[src/rtl/pong_ctrl_pkg.sv]
// Shared types for the Pong match sequencer: FSM state and winner encodings,
// frame counter width and the win-decision helper.
package pong_ctrl_pkg;

    typedef enum logic [2:0] {
        ST_IDLE  = 3'd0,
        ST_CLEAR = 3'd1,
        ST_PLAY  = 3'd2,
        ST_PAUSE = 3'd3,
        ST_OVER  = 3'd4
    } state_e;

    typedef enum logic [1:0] {
        WIN_NONE  = 2'b00,
        WIN_LEFT  = 2'b01,
        WIN_RIGHT = 2'b10,
        WIN_TIE   = 2'b11
    } winner_e;

    localparam int FRAME_CNT_W = 16;

    // Both sides at or above the threshold in the same cycle is reported as a tie.
    function automatic winner_e judge(input logic [7:0] sl, input logic [7:0] sr,
                                      input logic [7:0] thr);
        logic l_win;
        logic r_win;
        l_win = (sl >= thr);
        r_win = (sr >= thr);
        if (l_win && r_win) return WIN_TIE;
        if (l_win)          return WIN_LEFT;
        if (r_win)          return WIN_RIGHT;
        return WIN_NONE;
    endfunction

endpackage

[src/rtl/frame_btn_edge.sv]
// Frame-rate button debouncer: samples a raw button on each frame strobe and
// emits a 1-cycle event in the cycle after a strobe that saw a 0->1 change.
module frame_btn_edge (
    input  logic clk,
    input  logic rst,
    input  logic i_stb,
    input  logic i_btn,
    output logic o_evt
);

    logic r_sample;
    logic r_prev;
    logic r_stb_d;

    always_ff @(posedge clk) begin
        if (rst) begin
            r_sample <= 1'b0;
            r_prev   <= 1'b0;
            r_stb_d  <= 1'b0;
        end else begin
            r_stb_d <= i_stb;
            if (i_stb) begin
                r_sample <= i_btn;
                r_prev   <= r_sample;
            end
        end
    end

    // Qualified by the delayed strobe so a held button yields a single event.
    assign o_evt = r_stb_d & r_sample & ~r_prev;

endmodule

[src/rtl/pong_match_ctrl.sv]
// Match sequencer for the VGA Pong generator (idle/clear/play/pause/over).
// Define PONG_MATCH_PAUSE_EN to build the pause button and the PAUSE state.
module pong_match_ctrl
    import pong_ctrl_pkg::*;
#(
    parameter logic [7:0] WIN_SCORE    = 8'd11,
    parameter int         RST_FRAMES   = 2,
    parameter int         BLINK_FRAMES = 16,
    parameter int         OVER_FRAMES  = 600
) (
    input  logic       clk,
    input  logic       rst,
    input  logic       frame_stb,
    input  logic       start_btn,
    input  logic       pause_btn,
    input  logic [3:0] btn_in,
    input  logic [7:0] score_L,
    input  logic [7:0] score_R,
    output logic       game_rst,
    output logic       game_en,
    output logic [3:0] player_buttons,
    output logic       draw_score,
    output logic [1:0] winner,
    output logic [2:0] state
);

    localparam int BLINK_W = $clog2(2 * BLINK_FRAMES);
    localparam logic [FRAME_CNT_W-1:0] RST_LAST   = FRAME_CNT_W'(RST_FRAMES - 1);
    localparam logic [FRAME_CNT_W-1:0] OVER_LAST  = FRAME_CNT_W'(OVER_FRAMES - 1);
    localparam logic [BLINK_W-1:0]     BLINK_HALF = BLINK_W'(BLINK_FRAMES);
    localparam logic [BLINK_W-1:0]     BLINK_LAST = BLINK_W'(2 * BLINK_FRAMES - 1);

    state_e                 r_state, w_state_next;
    winner_e                r_winner, w_winner_next, w_win;
    logic [FRAME_CNT_W-1:0] r_cnt, w_cnt_next, w_cnt_inc;
    logic [BLINK_W-1:0]     r_blink, w_blink_next, w_blink_step;
    logic                   w_start_evt;
    logic                   w_pause_evt;

    frame_btn_edge u_start_edge (
        .clk   (clk),
        .rst   (rst),
        .i_stb (frame_stb),
        .i_btn (start_btn),
        .o_evt (w_start_evt)
    );

`ifdef PONG_MATCH_PAUSE_EN
    frame_btn_edge u_pause_edge (
        .clk   (clk),
        .rst   (rst),
        .i_stb (frame_stb),
        .i_btn (pause_btn),
        .o_evt (w_pause_evt)
    );
`else
    logic w_unused_pause;
    assign w_unused_pause = pause_btn;
    assign w_pause_evt    = 1'b0;
`endif

    always_ff @(posedge clk) begin
        if (rst) begin
            r_state  <= ST_IDLE;
            r_winner <= WIN_NONE;
            r_cnt    <= '0;
            r_blink  <= '0;
        end else begin
            r_state  <= w_state_next;
            r_winner <= w_winner_next;
            r_cnt    <= w_cnt_next;
            r_blink  <= w_blink_next;
        end
    end

    assign w_win        = judge(score_L, score_R, WIN_SCORE);
    assign w_cnt_inc    = (r_cnt == '1) ? r_cnt : r_cnt + 1'b1;
    assign w_blink_step = !frame_stb ? r_blink :
                          (r_blink == BLINK_LAST) ? '0 : r_blink + 1'b1;

    always_comb begin
        w_state_next  = r_state;
        w_winner_next = r_winner;
        w_cnt_next    = r_cnt;
        w_blink_next  = '0;
        case (r_state)
            ST_IDLE: begin
                if (w_start_evt) begin
                    w_state_next  = ST_CLEAR;
                    w_winner_next = WIN_NONE;
                    w_cnt_next    = '0;
                end
            end
            ST_CLEAR: begin
                if (frame_stb) begin
                    if (r_cnt == RST_LAST) begin
                        w_state_next = ST_PLAY;
                        w_cnt_next   = '0;
                    end else begin
                        w_cnt_next = w_cnt_inc;
                    end
                end
            end
            ST_PLAY: begin
                if (w_win != WIN_NONE) begin
                    w_state_next  = ST_OVER;
                    w_winner_next = w_win;
                    w_cnt_next    = '0;
                end else if (w_pause_evt) begin
                    w_state_next = ST_PAUSE;
                    w_cnt_next   = '0;
                end
            end
            ST_PAUSE: begin
                w_blink_next = w_blink_step;
                if (w_start_evt) begin
                    w_state_next  = ST_CLEAR;
                    w_winner_next = WIN_NONE;
                    w_cnt_next    = '0;
                end else if (w_pause_evt) begin
                    w_state_next = ST_PLAY;
                end
            end
            ST_OVER: begin
                w_blink_next = w_blink_step;
                if (w_start_evt) begin
                    w_state_next  = ST_CLEAR;
                    w_winner_next = WIN_NONE;
                    w_cnt_next    = '0;
                end else if (frame_stb) begin
                    if (r_cnt == OVER_LAST) begin
                        w_state_next = ST_IDLE;
                    end else begin
                        w_cnt_next = w_cnt_inc;
                    end
                end
            end
            default: begin
                w_state_next = ST_IDLE;
            end
        endcase
    end

    // Outputs are forced to their reset values while rst is high, whatever the state.
    assign game_rst       = rst | (r_state == ST_CLEAR);
    assign game_en        = ~rst & (r_state == ST_PLAY) & frame_stb;
    assign player_buttons = (~rst && r_state == ST_PLAY) ? btn_in : 4'b0000;
    assign draw_score     = rst | ~((r_state == ST_PAUSE) || (r_state == ST_OVER))
                            | (r_blink < BLINK_HALF);
    assign winner         = r_winner;
    assign state          = r_state;

endmodule

[config.mk]
export PLATFORM = sky130hd
export DESIGN_NAME = pong_match_ctrl
export DESIGN_NICKNAME = d
export VERILOG_FILES = /design/src/rtl/pong_ctrl_pkg.sv /design/src/rtl/frame_btn_edge.sv /design/src/rtl/pong_match_ctrl.sv
export SDC_FILE = /design/constraint.sdc
export NUM_CORES = 1
export LEC_CHECK = 0
export ABC_AREA = 1
export CORE_AREA = 2 2 67 69
export CTS_BUF_LIST = sky130_fd_sc_hd__clkbuf_4 sky130_fd_sc_hd__clkbuf_8 sky130_fd_sc_hd__clkbuf_16
export CTS_CLUSTER_SIZE = 16
export DETAILED_ROUTE_END_ITERATION = 8
export DIE_AREA = 0 0 69 71
export PLACE_DENSITY = 0.79
export SLEW_MARGIN = 20
export SYNTH_ARGS = -nofsm -noshare
export SYNTH_HDL_FRONTEND = slang
export SYNTH_SLANG_ARGS = --single-unit
export TNS_END_PERCENT = 50
[constraint.sdc]
create_clock -name clk -period 2.67 [get_ports clk]
set_clock_uncertainty 0.2 [all_clocks]
set_input_delay 0.267 -clock clk [delete_from_list [all_inputs] [get_ports clk]]
set_output_delay 0.267 -clock clk [all_outputs]
set_load 0.1 [all_outputs]
==> reports/qor.csv <==
stage,metric,value,unit
detailed_routing,drt_iter0_markers,154,
detailed_routing,wire_per_inst,11.91,um
power_and_ir_drop,leakage,1.172,nW
synth,synth_area_per_cell,6.067,um2
timing,totalNegativeSetupSlack,0,ns
critical_path,end_kind,output port,
clocking,cts_resized,0,
detailed_routing,final_antenna_net_count,0,
timing,maxSlewViolCount,0,
timing,hold_violations,0,
timing,tightest_slew,0.4685,ns
placement,gp_congestion,0.9570,
floorplanning,initial_core_util,51.52,%
layout,design_area,2775,um2
timing,relSlewSlack,68.76,%
power_and_ir_drop,netSwitchingFraction,38.12,%
critical_path,startpoint_type,flop,
run_status,outcome,completed,
clocking,clk_path_buf_depth,2,
layout,nets,425,
layout,fillerInstances,380,
critical_path,arrival,1.84,ns
global_routing,grtUsageTotal,22.83,%
timing,layout_setup_ws,0.3626,ns
detailed_routing,finalWirelength,5.349,mm
synth,syn_inst,357,
floorplanning,die-area,4899,um2
layout,syn_to_final_growth,28.13,%
global_routing,grt_pass1_vias,2202,
timing,timing.final.crit_share,86.42,%
synth,synth_edf_count,0,
synth,syn_nets,386,
critical_path,slowest_delay,0.50,ns
clocking,cts_tree,yes,
synth,synthArstFlopShare,0,%
critical_path,worstPathRequired,2.20,ns
clocking,hold_buffers,0,
layout,drive_above_1_share,15.62,%
global_routing,grt_pass1_wl,9.239,mm
power_and_ir_drop,seqPwrFrac,30.6,%
placement,placed_cell_area,2641,um2
synth,syn_area,2166,um2
floorplanning,core_area,4204,um2
placement,dp_hpwl,4.139,mm
layout,utilization,66.01,%
global_routing,grt_max_degree,16,
detailed_routing,first_pass_iters,4,
critical_path,cp_max_fo,13,
clocking,post_cts_buffers,0,
layout,diodes,0,
critical_path,cp_slowest_cell,dfxtp_1,
floorplanning,die_width,69,um
synth,ys_types,34,
floorplanning,num_io_pins,37,
synth,synth_most_common_cell,nand2_1,
flow_run,cap_violations,0,
synth,yosysTopAreaCell,dfxtp_1,
global_routing,antenna_found_initial,0,
power_and_ir_drop,total_power,0.001661,W
synth,ys_seq_area_share,26.81,%
clocking,numClockSinks,29,
critical_path,worstPathCellList,inv_2 -> nor2_4 -> inv_1 -> nand2_1 -> nand2_1 -> inv_1 -> nand2_1 -> buf_12,
floorplanning,rows,24,
timing,finalCriticalPeriod,2.307,ns
hold_path,hold_class,flop to flop,
synth,synth_seq_cells,29,
power_and_ir_drop,ir_drop,552.8,uV
synth,synth_warnings,0,
power_and_ir_drop,internal-power,0.001028,W
placement,pre_cts_slack,0.5063,ns
timing,rsz0062_at_grt,false,
synth,yosys-top-cells-count,"nand2_1, nor2_1, nand3_1, inv_1, dfxtp_1",
detailed_routing,vias_per_cell,5.252,
clocking,cts_max_level,2,
detailed_routing,drc,0,
global_routing,overflow,0,
synth,synth_top_area_share,26.81,%
power_and_ir_drop,clkPwrFrac,33.1,%
power_and_ir_drop,p_switching,0.0006332,W
synth,synthTopCellsByArea,"dfxtp_1, nand2_1, nor2_1, nand3_1, inv_1",
timing,timing.fmax,0.4334,GHz
clocking,clk_pin_slew_worst_paths,0.07,ns
critical_path,critical_path_class,flop to output port,
placement,port-buffer-count,35,
floorplanning,die_h,71,um
clocking,clkLatencyLatePin,0.29,ns
clocking,cts_root_buf,clkbuf_8,
power_and_ir_drop,p_comb_share,36.3,%
timing,setup_viol,0,
critical_path,crit_path_frequent_cell,nand2_1,
synth,synth_flop_cell,dfxtp_1,
clocking,numCtsBuffers,5,
detailed_routing,num_vias,2358,
power_and_ir_drop,power_density,598.5,nW/um2
## sequential cells by signal (all words and copies together), names as in the netlist
signal	cells
r_cnt	16
r_blink	5
state	3
winner	2
u_start_edge.r_prev	1
u_start_edge.r_sample	1
u_start_edge.r_stb_d	1
## layout by cell type (no fill, tap or decap), drive strengths merged
| cell | netlist | final |
|---|---|---|
| nand4 | 6 | 6 |
| clkbuf | 1 | 5 |
| bufinv | 0 | 2 |
| inv | 37 | 37 |
| clkinv | 1 | 2 |
| xnor2 | 1 | 1 |
| dfxtp | 29 | 29 |
| o21bai | 1 | 1 |
| a31oi | 1 | 1 |
| ha | 4 | 4 |
| buf | 6 | 16 |
| o21ai | 10 | 10 |
| xor2 | 4 | 4 |
| nor2 | 60 | 60 |
| nor3 | 8 | 8 |
| nand3 | 42 | 42 |
| clkdlybuf4s50 | 0 | 23 |
| o2111ai | 1 | 1 |
| nand2 | 120 | 120 |
| and2 | 2 | 2 |
| a21oi | 23 | 23 |
## critical path: cells and delay by family (launching register included)
kind / cells / cell delay (ns)
buf+inv: 4 / 0.45
flops: 1 / 0.50
simple gates: 4 / 0.59
## layer usage
metal  vias up  GRT usage (%)  routed length [um]  part of all wire (%)
met1      1056          26.99                2322                    43
met5         -              0                   0                     0
met2        71          40.60                2640                    49
li1       1220              -                   -                     -
met3        11          4.558                 287                   5.4
met4         0          9.150                  98                   1.8
## stage by stage
step / hold slack, ns / instances
after floorplan: 0.1294 / 357
after global placement: 0.2630 / 441
after detailed placement: 0.2649 / 441
after CTS: 0.2847 / 449
after global routing: 0.3233 / 449
final: 0.2838 / 449
## power by group through the flow
stage / logic (W) / registers (W) / clock network, W
2_1_floorplan: 0.000384 / 0.000585 / 0
3_3_place_gp: 0.000588 / 0.000515 / 0
3_5_place_dp: 0.000601 / 0.000517 / 0
4_1_cts: 0.000604 / 0.000507 / 0.000555
5_1_grt: 0.000657 / 0.000513 / 0.000573
6_report: 0.000603 / 0.000508 / 0.000550
## layout make-up
class | count | area, um2 | area share (%)
Clock buffer | 5 | 68.82 | 2.480
Inverter | 38 | 145.1 | 5.230
Clock inverter | 3 | 65.06 | 2.344
Sequential cell | 29 | 580.6 | 20.92
Tap cell | 52 | 65.06 | 2.344
Multi-Input combinational cell | 283 | 1413 | 50.90
Timing Repair Buffer | 39 | 437.9 | 15.78
## final timing paths
check | start | end | slack (ns) | depth (start not counted)
worst max-delay path | state[2] | draw_score | 0.36 | 8
worst min-delay path | r_blink[1] | r_blink[1] | 0.28 | 2
worst max register to register | r_cnt[1] | r_cnt[5] | 0.48 | 11
worst min register to register | r_blink[1] | r_blink[1] | 0.28 | 2
## cells by family (layout without fill, tap and decap cells)
| logic type | Yosys count | count (layout) | synth area share, % |
|---|---|---|---|
| AO/OA/AOI/OAI | 36 | 36 | 9.359 |
| buffers and inverters | 45 | 85 | 8.954 |
| flip-flops | 29 | 29 | 26.81 |
| adder cells (fa/ha/maj) | 4 | 4 | 2.311 |
| AND/OR/NAND/NOR | 238 | 238 | 50.55 |
| XOR/XNOR | 5 | 5 | 2.022 |
(Power assumes the default switching activity.)
